===== config.mk =====
export PLATFORM = sky130hd
export DESIGN_NAME = gpio_in_port_flat
export DESIGN_NICKNAME = d
export VERILOG_FILES = /design/src/rtl/gpio_bus_if.sv /design/src/rtl/gpio_in_port.sv /design/src/flat_wrapper.sv
export SDC_FILE = /design/constraint.sdc
export NUM_CORES = 1
export LEC_CHECK = 0
export CAP_MARGIN = 20
export CORE_UTILIZATION = 50
export CTS_BUF_LIST = sky130_fd_sc_hd__clkbuf_8 sky130_fd_sc_hd__clkbuf_16
export CTS_CLUSTER_SIZE = 30
export DETAILED_ROUTE_END_ITERATION = 10
export PLACE_DENSITY = 0.86
export RECOVER_POWER = 50
export SYNTH_ARGS = -nofsm -noshare
export SYNTH_HDL_FRONTEND = slang
export SYNTH_SLANG_ARGS = --single-unit

===== constraint.sdc =====
create_clock -name clk -period 4.3 [get_ports clk]
set_input_delay 0.86 -clock clk [delete_from_list [all_inputs] [get_ports clk]]
set_output_delay 0.86 -clock clk [all_outputs]
set_load 0.05 [all_outputs]

===== src/rtl/gpio_bus_if.sv =====
// Data-memory bus slice seen by the GPIO input port: ALU address, store data,
// store strobe and the combinational read return used by the load-path mux.
interface gpio_bus_if;
   logic [31:0] Address;
   logic [31:0] Wdata;
   logic        MemW;
   logic [31:0] rd_data;
   logic        rd_hit;

   modport master (output Address, Wdata, MemW, input rd_data, rd_hit);
   modport slave  (input Address, Wdata, MemW, output rd_data, rd_hit);
endinterface


===== src/rtl/gpio_in_port.sv =====
// GPIO input peripheral: per-pin 2-flop sync + debounce, edge detection into
// sticky W1C status, and a 4-word register block read back combinationally.

module gpio_in_lane #(
   parameter int DEB_CYCLES = 4,
   parameter int CNT_W      = 3
) (
   input  logic clk,
   input  logic rst,
   input  logic pin,
   output logic deb,
   output logic rise,
   output logic fall
);
   localparam logic [CNT_W-1:0] CNT_MAX = CNT_W'(DEB_CYCLES - 1);

   logic             s1, s2, deb_q;
   logic [CNT_W-1:0] cnt;

   // plain two-flop synchroniser, nothing between the stages
   always_ff @(posedge clk or posedge rst) begin
      if (rst) begin
         s1 <= 1'b0;
         s2 <= 1'b0;
      end else begin
         s1 <= pin;
         s2 <= s1;
      end
   end

   // cnt counts consecutive cycles s2 has disagreed with deb
   always_ff @(posedge clk or posedge rst) begin
      if (rst) begin
         deb <= 1'b0;
         cnt <= '0;
      end else if (s2 == deb) begin
         cnt <= '0;
      end else if (cnt == CNT_MAX) begin
         deb <= s2;
         cnt <= '0;
      end else begin
         cnt <= cnt + CNT_W'(1);
      end
   end

   always_ff @(posedge clk or posedge rst) begin
      if (rst) deb_q <= 1'b0;
      else     deb_q <= deb;
   end

   assign rise = deb & ~deb_q;
   assign fall = ~deb & deb_q;
endmodule

module gpio_in_port #(
   parameter int          WIDTH      = 8,
   parameter int          DEB_CYCLES = 4,
   parameter int          CNT_W      = 3,
   parameter logic [31:0] BASE       = 32'h0000ABD0
) (
   input  logic             clk,
   input  logic             rst,
   input  logic [WIDTH-1:0] pin_in,
   gpio_bus_if.slave        bus,
   output logic             irq
);
   localparam logic [1:0] REG_DATA   = 2'd0;
   localparam logic [1:0] REG_STATUS = 2'd1;
   localparam logic [1:0] REG_RISE   = 2'd2;
   localparam logic [1:0] REG_FALL   = 2'd3;

   logic [WIDTH-1:0] deb, rise, fall;
   logic [WIDTH-1:0] status, rise_en, fall_en;
   logic [WIDTH-1:0] set, clr, wd;
   logic [1:0]       sel;
   logic             wr;
   logic             unused_bus;

   gpio_in_lane #(.DEB_CYCLES(DEB_CYCLES), .CNT_W(CNT_W)) u_lane [WIDTH-1:0] (
      .clk  (clk),
      .rst  (rst),
      .pin  (pin_in),
      .deb  (deb),
      .rise (rise),
      .fall (fall)
   );

   assign bus.rd_hit = (bus.Address[31:4] == BASE[31:4]);
   assign sel        = bus.Address[3:2];
   assign wr         = bus.MemW && bus.rd_hit;
   assign wd         = bus.Wdata[WIDTH-1:0];
   assign unused_bus = &{1'b0, bus.Address[1:0], bus.Wdata};

   // enables are sampled before this cycle's write lands
   assign set = (rise & rise_en) | (fall & fall_en);
   assign clr = (wr && sel == REG_STATUS) ? wd : '0;

   // set is OR'd after the clear so a coincident edge keeps its bit
   always_ff @(posedge clk or posedge rst) begin
      if (rst) status <= '0;
      else     status <= (status & ~clr) | set;
   end

   always_ff @(posedge clk or posedge rst) begin
      if (rst) begin
         rise_en <= '0;
         fall_en <= '0;
      end else if (wr) begin
         if (sel == REG_RISE) rise_en <= wd;
         if (sel == REG_FALL) fall_en <= wd;
      end
   end

   assign irq = |status;

   always_comb begin
      bus.rd_data = '0;
      if (bus.rd_hit) begin
         case (sel)
            REG_DATA:   bus.rd_data = 32'(deb);
            REG_STATUS: bus.rd_data = 32'(status);
            REG_RISE:   bus.rd_data = 32'(rise_en);
            REG_FALL:   bus.rd_data = 32'(fall_en);
            default:    bus.rd_data = '0;
         endcase
      end
   end
endmodule


===== src/flat_wrapper.sv =====
// flat-port wrapper written by rule: the top's interface ports become plain ports
module gpio_in_port_flat 
#(
   parameter int          WIDTH      = 8,
   parameter int          DEB_CYCLES = 4,
   parameter int          CNT_W      = 3,
   parameter logic [31:0] BASE       = 32'h0000ABD0
)
  (clk, rst, pin_in, irq, bus_Address, bus_Wdata, bus_MemW, bus_rd_data, bus_rd_hit);
  gpio_bus_if bus_i ();
  input  logic clk;
  input  logic rst;
  input  logic [WIDTH-1:0] pin_in;
  output logic irq;
  input wire logic [$bits(bus_i.Address)-1:0] bus_Address;
  input wire logic [$bits(bus_i.Wdata)-1:0] bus_Wdata;
  input wire logic [$bits(bus_i.MemW)-1:0] bus_MemW;
  output wire logic [$bits(bus_i.rd_data)-1:0] bus_rd_data;
  output wire logic [$bits(bus_i.rd_hit)-1:0] bus_rd_hit;
  assign bus_i.Address = bus_Address;
  assign bus_i.Wdata = bus_Wdata;
  assign bus_i.MemW = bus_MemW;
  assign bus_rd_data = bus_i.rd_data;
  assign bus_rd_hit = bus_i.rd_hit;
  gpio_in_port #(.WIDTH(WIDTH), .DEB_CYCLES(DEB_CYCLES), .CNT_W(CNT_W), .BASE(BASE)) u_core (.clk(clk), .rst(rst), .pin_in(pin_in), .bus(bus_i), .irq(irq));
endmodule

---- After elaboration in Yosys (flattened, before gate mapping) ----
Cells that the tools add are included.
storage, ports and cells
  bits in registers ....................... 80
  bits in latches ......................... 0
  RAM bits ................................ 0
  ROM bits ................................ 0
  bits of input ports ..................... 75
  output and inout port bits .............. 34
  logic and storage cells ................. 150
  memories kept ........................... 0
cells by class
  add/sub/neg operators ................... 8
  multiply operators ...................... 0
  div/mod/pow operators ................... 0
  magnitude comparators ................... 0
  eq/ne operators ......................... 20
  shifts and indexed selects .............. 0
  muxes and demuxes ....................... 19
  bitwise gates (word level) .............. 46
  reduce and logical (&&, ||, !) cells .... 14
operator list
  kind                  count
  $pmux 32 s4           1
  $mux 3                16
  $mux 32               1
  $eq 28x12->1 const B  1
  $add 3x1->3 const B   8
  $and 8x8->8           3
  $eq 3x2->1 const B    8
  $not 1->1             24
  $reduce_and 2->1      10
  $and 1x1->1           16
  $or 8x8->8            2
  $eq 1x1->1            8
  $mux 8                1
  $not 8->8             1
  $reduce_or 8->1       1
  $eq 2x2->1 const B    2
  $eq 2x1->1 const B    1
  $logic_and 1x1->1     2
  $logic_not 2->1       1

---- Depth between registers and ports, before layout ----
Gate-level depths: netlist of run 1.
  depth after elaboration ................. 7
  gate-level depth with buffers ........... 5
  mapped depth without buffers ............ 4

---- Cells and area by module ----
Synthesis of run 1 repeated with hierarchy kept, for this count alone.
unflattened totals
  cell total of the unflattened synthesis .. 265
  area, all modules ....................... 3,658.5 um^2
modules (own cells, without submodules)
  module        times used  cells an instance  area each (um^2)  sequential area each (um^2)
  gpio_in_lane  8           17                 264.0             175.2
  gpio_in_port  1           129                1,546.5           600.6

---- Least setup slack after synthesis of run 1 ----
Ideal clock, no wire load.
  kind .................................... input-to-output
  start ................................... input bus_Address[29]
  end ..................................... output bus_rd_data[0]
  arrival time ............................ 2,231 ps
  data required time ...................... 3,440 ps
  setup slack ............................. 1,209 ps
  stages on the path ...................... 4
  buffers on the path ..................... 1
  cell sequence ........................... or4_4 nor3_4 buf_6 and3_1
between the ends
  word-level cells in the longest chain between the ends .. 2
ends and longest elaborated chain
  element          line                 RTL
  start, declared  flat_wrapper.sv:15   input wire logic [$bits(bus_i.Address)-1:0] bus_Address;
  $eq 28x12->1     gpio_in_port.sv:88   assign bus.rd_hit = (bus.Address[31:4] == BASE[31:4]);
  $mux 32          gpio_in_port.sv:118  if (bus.rd_hit) begin
  end, declared    flat_wrapper.sv:18   output wire logic [$bits(bus_i.rd_data)-1:0] bus_rd_data;
Every way passes these cells.

---- Worst setup path in the final report of run 1 ----
  start ................................... input bus_Address[29]
  end ..................................... output bus_rd_data[5]
The elaborated chain is that of the path after synthesis.

==> impl_metrics.env, run 1 <==
export IMPL_run_status="complete, but fails checks"
export IMPL_violations="max-capacitance violations, max-slew violations"
export IMPL_ys_warnings_count=0
export IMPL_avgSynthCellArea_um2=13.44
export IMPL_finalSetupTns_ns=0
export IMPL_firstDrtPassIters=4
export IMPL_dp_cells=412
export IMPL_peakVddDrop_uv=245.0
export IMPL_drtIter0Drc=124
export IMPL_synth_adder_area_share_pct=2.831
export IMPL_cts_max_path_buffers=2
export IMPL_cap_violations=1
export IMPL_ios=109
export IMPL_dr_total_vias=2215
export IMPL_syn_inst=263
export IMPL_synth_simple_area_share_pct=17.59
export IMPL_clock_latency_ns=0.35
export IMPL_total_power_mw=1.907
export IMPL_fin_crit_ns=3.700
export IMPL_cts_tree="yes"
export IMPL_dp_hpwl_um=4492
export IMPL_die_height_um=86.10
export IMPL_worst_slew_pin_slew_ns=1.872
export IMPL_nNetsFinal=410
export IMPL_grt_pass1_vias=2334
export IMPL_coreArea_um2=6794
export IMPL_ys_types=35
export IMPL_drive_above_1_share_pct=18.43
export IMPL_critical_path_required_ns=3.44
export IMPL_ys_seq_elements=80
export IMPL_grtUsageTotal_pct=18.98
export IMPL_synthMuxAreaShare_pct=12.74
export IMPL_dp_slack_ns=0.6131
export IMPL_worst_setup_path_startpoint="bus_Address[29]"
export IMPL_hp_class="flop to flop"
export IMPL_grt_overflow_total=0
export IMPL_finalWirelength_um=6191
export IMPL_p_clk_share_pct=27.5
export IMPL_hold_start="u_core.u_lane[4].s1"
export IMPL_start_kind="input port"
export IMPL_cts_buffers=9
export IMPL_cts_setup_buffers=0
export IMPL_syn_to_final_growth_pct=23.11
export IMPL_rows=30
export IMPL_finalHoldViolations=0
export IMPL_synth_top_family_by_area="simple AND/OR/NAND/NOR gates"
export IMPL_intPower_mw=1.363
export IMPL_wl_per_cell_um=14.50
export IMPL_max_freq_ghz=0.2703
export IMPL_grt_max_degree=81
export IMPL_fin_crit_sh_pct=86.05
export IMPL_p_leak_nw=1.983
export IMPL_worst_hold_slack_ns=0.3431
export IMPL_cts_clk_slew_worst_paths_ns=0.08
export IMPL_setup_ws_ns=0.5997
export IMPL_ys_seq_area_share_pct=56.62
export IMPL_slew_viol_final=81
export IMPL_worst_clock_skew_ns=0.008472
export IMPL_critPathMaxFanout=12
export IMPL_cts_root_buf="clkbuf_8"
export IMPL_rsz0062_at_grt="no"
export IMPL_final_cells=427
export IMPL_die_area_um2=7412
export IMPL_r2r_start="u_core.u_lane[2].cnt[0]"
export IMPL_cts_resized=0
export IMPL_port_buffers=58
export IMPL_relSlewSlack_pct=-24.78
export IMPL_ant_nets=0
export IMPL_drcViolationCount=0
export IMPL_synth_xor_area_share_pct=1.982
export IMPL_initial_utilization_pct=52.04
export IMPL_gp_congestion=0.7301
export IMPL_setup_violations=0
export IMPL_p_sw_mw=0.5441
export IMPL_power_frac_comb_pct=19.6
export IMPL_n_antenna_cell=0
export IMPL_dieWidth_um=86.10
export IMPL_synth_area_um2=3536
export IMPL_num_fill_cells=530
export IMPL_antenna_found_initial=0
export IMPL_seqPwrFrac_pct=52.9
export IMPL_clkSinkCount=80
export IMPL_sw_frac_of_total_pct=28.54
export IMPL_cp_arrival_ns=2.84
export IMPL_crit_path_end_kind="output pin"
export IMPL_h_tree_depth=3
export IMPL_via_per_inst=5.187
export IMPL_synth_compound_area_share_pct=1.911
export IMPL_cts_hold_buf=0
export IMPL_crit_type="input port to output pin"
export IMPL_power_density_nw_per_um2=438.1
export IMPL_grt_pass1_wl_um=10500
power groups by stage:
stage | sequential [mW] | combinational (mW) | clock (mW)
after floorplan | 0.988 | 0.310 | 0
after global placement | 1.01 | 0.360 | 0
after detailed placement | 1.03 | 0.380 | 0
after CTS | 1.01 | 0.382 | 0.541
after global routing | 1.03 | 0.424 | 0.571
final | 1.01 | 0.373 | 0.525
per-stage QoR:
stage	instance area, um2	utilization (%)
4_1_cts	4355	64.11
3_5_place_dp	4170	61.38
5_1_grt	4353	64.07
6_report	4353	64.07
3_3_place_gp	4170	61.38
2_1_floorplan	3622	-
layout make-up:
class	count	area, um2	share of cell area (%)
Inverter	2	7.507	0.1725
Clock inverter	6	61.31	1.408
Sequential cell	80	2002	45.99
Clock buffer	9	123.9	2.846
Timing Repair Buffer	59	638.1	14.66
Multi-Input combinational cell	175	1400	32.16
Tap cell	96	120.1	2.759
cell usage after synthesis:
cell type	instances	area, um2
xnor2_1	8	70.07
clkbuf_1	1	3.750
and3_1	13	81.33
nor3_4	1	16.27
nand2b_1	1	6.260
nand4_2	1	12.51
nand4_4	1	21.27
buf_2	2	10.01
and3b_1	1	8.760
nand3b_1	12	90.09
nor2b_1	11	68.82
and4_1	1	8.760
nor4b_1	3	26.28
ha_1	8	100.1
nand4bb_1	1	11.26
buf_4	25	187.7
a21oi_1	5	25.02
nor4_1	3	18.77
inv_1	2	7.510
nor3b_1	16	120.1
or4_4	1	11.26
nor3_1	7	35.03
dfrtp_1	80	2002
buf_6	1	11.26
mux4_2	8	180.2
and2_1	1	6.260
nor2_1	5	18.77
o22a_1	1	8.760
o21a_1	2	15.01
mux2_2	24	270.3
nand2_1	11	41.29
a31oi_1	3	18.77
conb_1	1	3.750
nand4b_1	1	8.760
and4b_1	1	10.01
logic make-up (layout without fill, tap and decap cells):
| family | Yosys count | in the layout |
|---|---|---|
| AND/OR/NAND/NOR | 92 | 92 |
| flip-flops | 80 | 80 |
| multiplexers | 32 | 32 |
| buffers and inverters | 31 | 76 |
| AO/OA/AOI/OAI | 11 | 11 |
| adder cells (fa/ha/maj) | 8 | 8 |
| XOR/XNOR | 8 | 8 |
| other | 1 | 24 |
per-layer routing:
layer	share of wire, %	global-route usage, %	vias to the layer above
met2	52	33.12	64
li1	-	-	1019
met3	6.3	4.331	12
met1	39	21.38	1120
met5	0	0	-
met4	2.4	10.91	0
critical path, cell delays in order:
cell	delay [ns]
clkdlybuf4s50_1	0.41
or4_4	0.55
nor3_4	0.53
and3_1	0.33
buf_12	0.16
flip-flops by register name, indices dropped and copies added, names as in the netlist:
| register | cells |
|---|---|
| u_core.u_lane.deb_q | 8 |
| u_core.u_lane.s1 | 8 |
| u_core.u_lane.s2 | 8 |
| u_core.u_lane.deb | 8 |
| u_core.u_lane.cnt | 24 |
| u_core.fall_en | 8 |
| u_core.rise_en | 8 |
| u_core.status | 8 |
worst paths after layout:
kind | endpoint | slack, ns | depth (start not counted)
max | bus_rd_data[5] | 0.60 | 5
min | u_core.u_lane[4].s2 | 0.34 | 0
max reg2reg | u_core.u_lane[2].deb | 3.01 | 3
min reg2reg | u_core.u_lane[4].s2 | 0.34 | 0
max in group asynchronous | u_core.rise_en[6] | 1.59 | 3
min in group asynchronous | u_core.u_lane[1].s1 | 1.61 | 3
cell usage in the layout (no fill, tap or decap), types with 11 or more instances in the layout:
cell and n:
dfrtp_1 80, clkdlybuf4s50_1 40, mux2_2 24, conb_1 24, nor3b_1 16, and3_1 13
nand3b_1 12, nand2_1 11, nor2b_1 11
(Power assumes the default switching activity.)
==> inputs of run 2 (changes only) <==
--- a/config.mk
+++ b/config.mk
@@ -6,12 +6,13 @@
 export NUM_CORES = 1
 export LEC_CHECK = 0
 export CAP_MARGIN = 20
-export CORE_UTILIZATION = 50
+export CORE_UTILIZATION = 51
 export CTS_BUF_LIST = sky130_fd_sc_hd__clkbuf_8 sky130_fd_sc_hd__clkbuf_16
 export CTS_CLUSTER_SIZE = 30
 export DETAILED_ROUTE_END_ITERATION = 10
-export PLACE_DENSITY = 0.86
+export PLACE_DENSITY = 0.87
 export RECOVER_POWER = 50
 export SYNTH_ARGS = -nofsm -noshare
 export SYNTH_HDL_FRONTEND = slang
+export SYNTH_HIERARCHICAL = 1
 export SYNTH_SLANG_ARGS = --single-unit
==> run 2 against run 1 <==
Against the previous run: the run now ends clean; cell area increased by 1.4%; clock power increased by 15%; clock skew decreased by 0.0021 ns; sequential power about the same; largest power group unchanged; power increased by 7.2%; critical path depth increased by 1; hold slack improved by 0.0090 ns.
==> impl_metrics.env, run 2 <==
export IMPL_synthFlopType="dfrtp_1"
export IMPL_mostFrequentLayoutCell="dfrtp_1"
export IMPL_yosysMostFrequentCell="dfrtp_1"
export IMPL_ys_seq_elements=80
export IMPL_crit_slowest_cell="or2_2"
export IMPL_grt_pass1_wl_um=10530
export IMPL_cap_violations=0
export IMPL_critical_path_required_ns=3.44
export IMPL_die_height_um=86.70
export IMPL_setup_violations=0
export IMPL_cts_hold_buf=0
export IMPL_worst_clock_skew_ns=0.006374
export IMPL_critPathMaxFanout=9
export IMPL_cts_tree="yes"
export IMPL_initial_utilization_pct=53.26
export IMPL_layout_common_cells="dfrtp_1 (80), clkdlybuf4s50_1 (40), nor2b_1 (32)"
export IMPL_dp_hpwl_um=4868
export IMPL_cts_resized=0
export IMPL_cpPeakStageDelay_ns=0.48
export IMPL_hold_start="u_core/u_lane[4]/s1"
export IMPL_syn_to_final_growth_pct=20.62
export IMPL_start_kind="input port"
export IMPL_h_tree_depth=3
export IMPL_ys_warnings_count=6
export IMPL_num_fill_cells=531
export IMPL_ys_seq_area_share_pct=54.72
export IMPL_cts_max_path_buffers=2
export IMPL_coreArea_um2=6869
export IMPL_synth_area_leader_cell="dfrtp_1"
export IMPL_worst_slew_pin_slew_ns=0.9450
export IMPL_max_freq_ghz=0.2747
export IMPL_cp_arrival_ns=2.78
export IMPL_ys_types=30
export IMPL_firstDrtPassIters=4
export IMPL_fin_crit_sh_pct=84.67
export IMPL_dieWidth_um=86.70
export IMPL_netlist_area_leader_share_pct=54.72
export IMPL_finalWirelength_um=6482
export IMPL_clkSinkCount=80
export IMPL_relSlewSlack_pct=36.93
export IMPL_crit_type="input port to output pin"
export IMPL_async_flop_share_pct=100.0
export IMPL_peakVddDrop_uv=307.2
export IMPL_p_leak_nw=1.976
export IMPL_whs_path_depth=0
export IMPL_r2r_end="u_core/u_lane[0]/deb"
export IMPL_die_area_um2=7516
export IMPL_ios=109
export IMPL_cts_clk_slew_worst_paths_ns=0.07
export IMPL_n_antenna_cell=0
export IMPL_grt_max_degree=25
export IMPL_crit_path_end_kind="output pin"
export IMPL_synth_commonest_cells="dfrtp_1 (80), buf_4 (24), nor2b_1 (24), mux2_2 (23), inv_1 (11)"
export IMPL_synth_edf_count=0
export IMPL_finalHoldViolations=0
export IMPL_hp_class="flop to flop"
export IMPL_r2r_start="u_core/u_lane[0]/cnt[0]"
export IMPL_antenna_found_initial=0
export IMPL_avgSynthCellArea_um2=13.81
export IMPL_grt_pass1_vias=2293
export IMPL_top_register="u_core/u_lane/cnt"
export IMPL_synth_area_leaders="dfrtp_1 (55%), mux2_2 (7.1%), buf_4 (4.9%), mux4_2 (4.9%), nor2b_1 (4.1%)"
export IMPL_cts_buffers=9
export IMPL_nNetsFinal=415
export IMPL_cts_root_buf="clkbuf_8"
export IMPL_drtIter0Drc=121
export IMPL_dr_total_vias=2234
export IMPL_slew_viol_final=0
export IMPL_rsz0062_at_grt="no"
export IMPL_drive_above_1_share_pct=19.88
export IMPL_ant_nets=0
export IMPL_grtUsageTotal_pct=18.89
export IMPL_port_buffers=58
export IMPL_rows=30
export IMPL_largest_reg_flops=24
export IMPL_fin_crit_ns=3.641
export IMPL_gp_congestion=0.7288
export IMPL_wl_per_cell_um=14.97
export IMPL_r2r_setup_slack_ns=3.00
export IMPL_synth_area_um2=3659
export IMPL_run_status="finished clean"
export IMPL_power_density_nw_per_um2=463.4
export IMPL_syn_inst=265
export IMPL_reg2regPathDepth=3
export IMPL_drcViolationCount=0
export IMPL_via_per_inst=5.159
export IMPL_grt_overflow_total=0
export IMPL_hold_path_end="u_core/u_lane[4]/s2"
export IMPL_cts_setup_buffers=0
export IMPL_worst_hold_slack_ns=0.3522
export IMPL_crit_chain="clkdlybuf4s50_1, nor4_1, nand3_1, or2_2, nor2b_1, buf_12"
export IMPL_clock_latency_ns=0.35
export IMPL_finalSetupTns_ns=0
## run 2: changes by cell type after synthesis, sizes merged, moves of 8 or more
| cell | delta |
|---|---|
| nand3b | -11 |
| nor2b | +21 |
| inv | +9 |
| nand2 | -9 |
| and3 | -13 |
| and2b | +8 |
| a22oi | +8 |
## run 2: cells by family after synthesis
group / synth area share, %
and+or+nand+nor: 18.81
DFF: 54.72
buffers and inverters: 6.395
muxes: 12.31
AOI/OAI and AO/OA: 3.010
adders and majority gates: 2.736
xor gates and xnor gates: 1.915
other: 0.1025
## run 2: power breakdown
group	leakage (nW)	switching (mW)	internal, mW
logic	0.873	0.200	0.241
clock network	0.112	0.263	0.340
registers	0.990	0.107	0.895
total	1.98	0.570	1.48
## run 2: critical path, delay by kind of cell
family	cells	cell delay [ns]
buf+inv	2	0.60
simple gates	4	1.32
## run 2: how the worst max path moves through the flow
stage               depth (start not counted)            start              to
floorplan                                   5  bus_Address[22]  bus_rd_data[0]
global placement                            6  bus_Address[29]  bus_rd_data[7]
detailed placement                          6  bus_Address[21]  bus_rd_data[7]
CTS                                         6  bus_Address[21]  bus_rd_data[7]
global route                                6  bus_Address[16]  bus_rd_data[7]
finish                                      6  bus_Address[21]  bus_rd_data[7]
## run 2: stage by stage
step                      worst slack, ns  area (um2)  std cells  utilization [%]  total power [mW]
after CTS                          0.6201        4503        433            65.56             2.094
after global placement             0.6776        4283        417            62.35             1.453
after detailed placement           0.6136        4283        417            62.35             1.492
final                              0.6594        4413        433            64.24             2.045
after global routing               0.4906        4413        433            64.24             2.164
after floorplan                    0.8531        3745        288                -             1.377
## run 2: layout make-up
class                           instances  area, um2  area share [%]
Inverter                               11      41.29          0.9356
Tap cell                               96      120.1           2.722
Clock inverter                          6      82.58           1.871
Clock buffer                           10      137.6           3.119
Timing Repair Buffer                   60      610.6           13.84
Sequential cell                        80       2002           45.36
Multi-Input combinational cell        170       1419           32.15
## run 2: layer usage
metal / GRT usage (%) / up-vias / share of wire (%)
met4: 8.939 / 0 / 1.5
met3: 3.905 / 8 / 6.2
met5: 0 / - / 0
li1: - / 1018 / -
met2: 32.25 / 87 / 49
met1: 23.08 / 1121 / 43
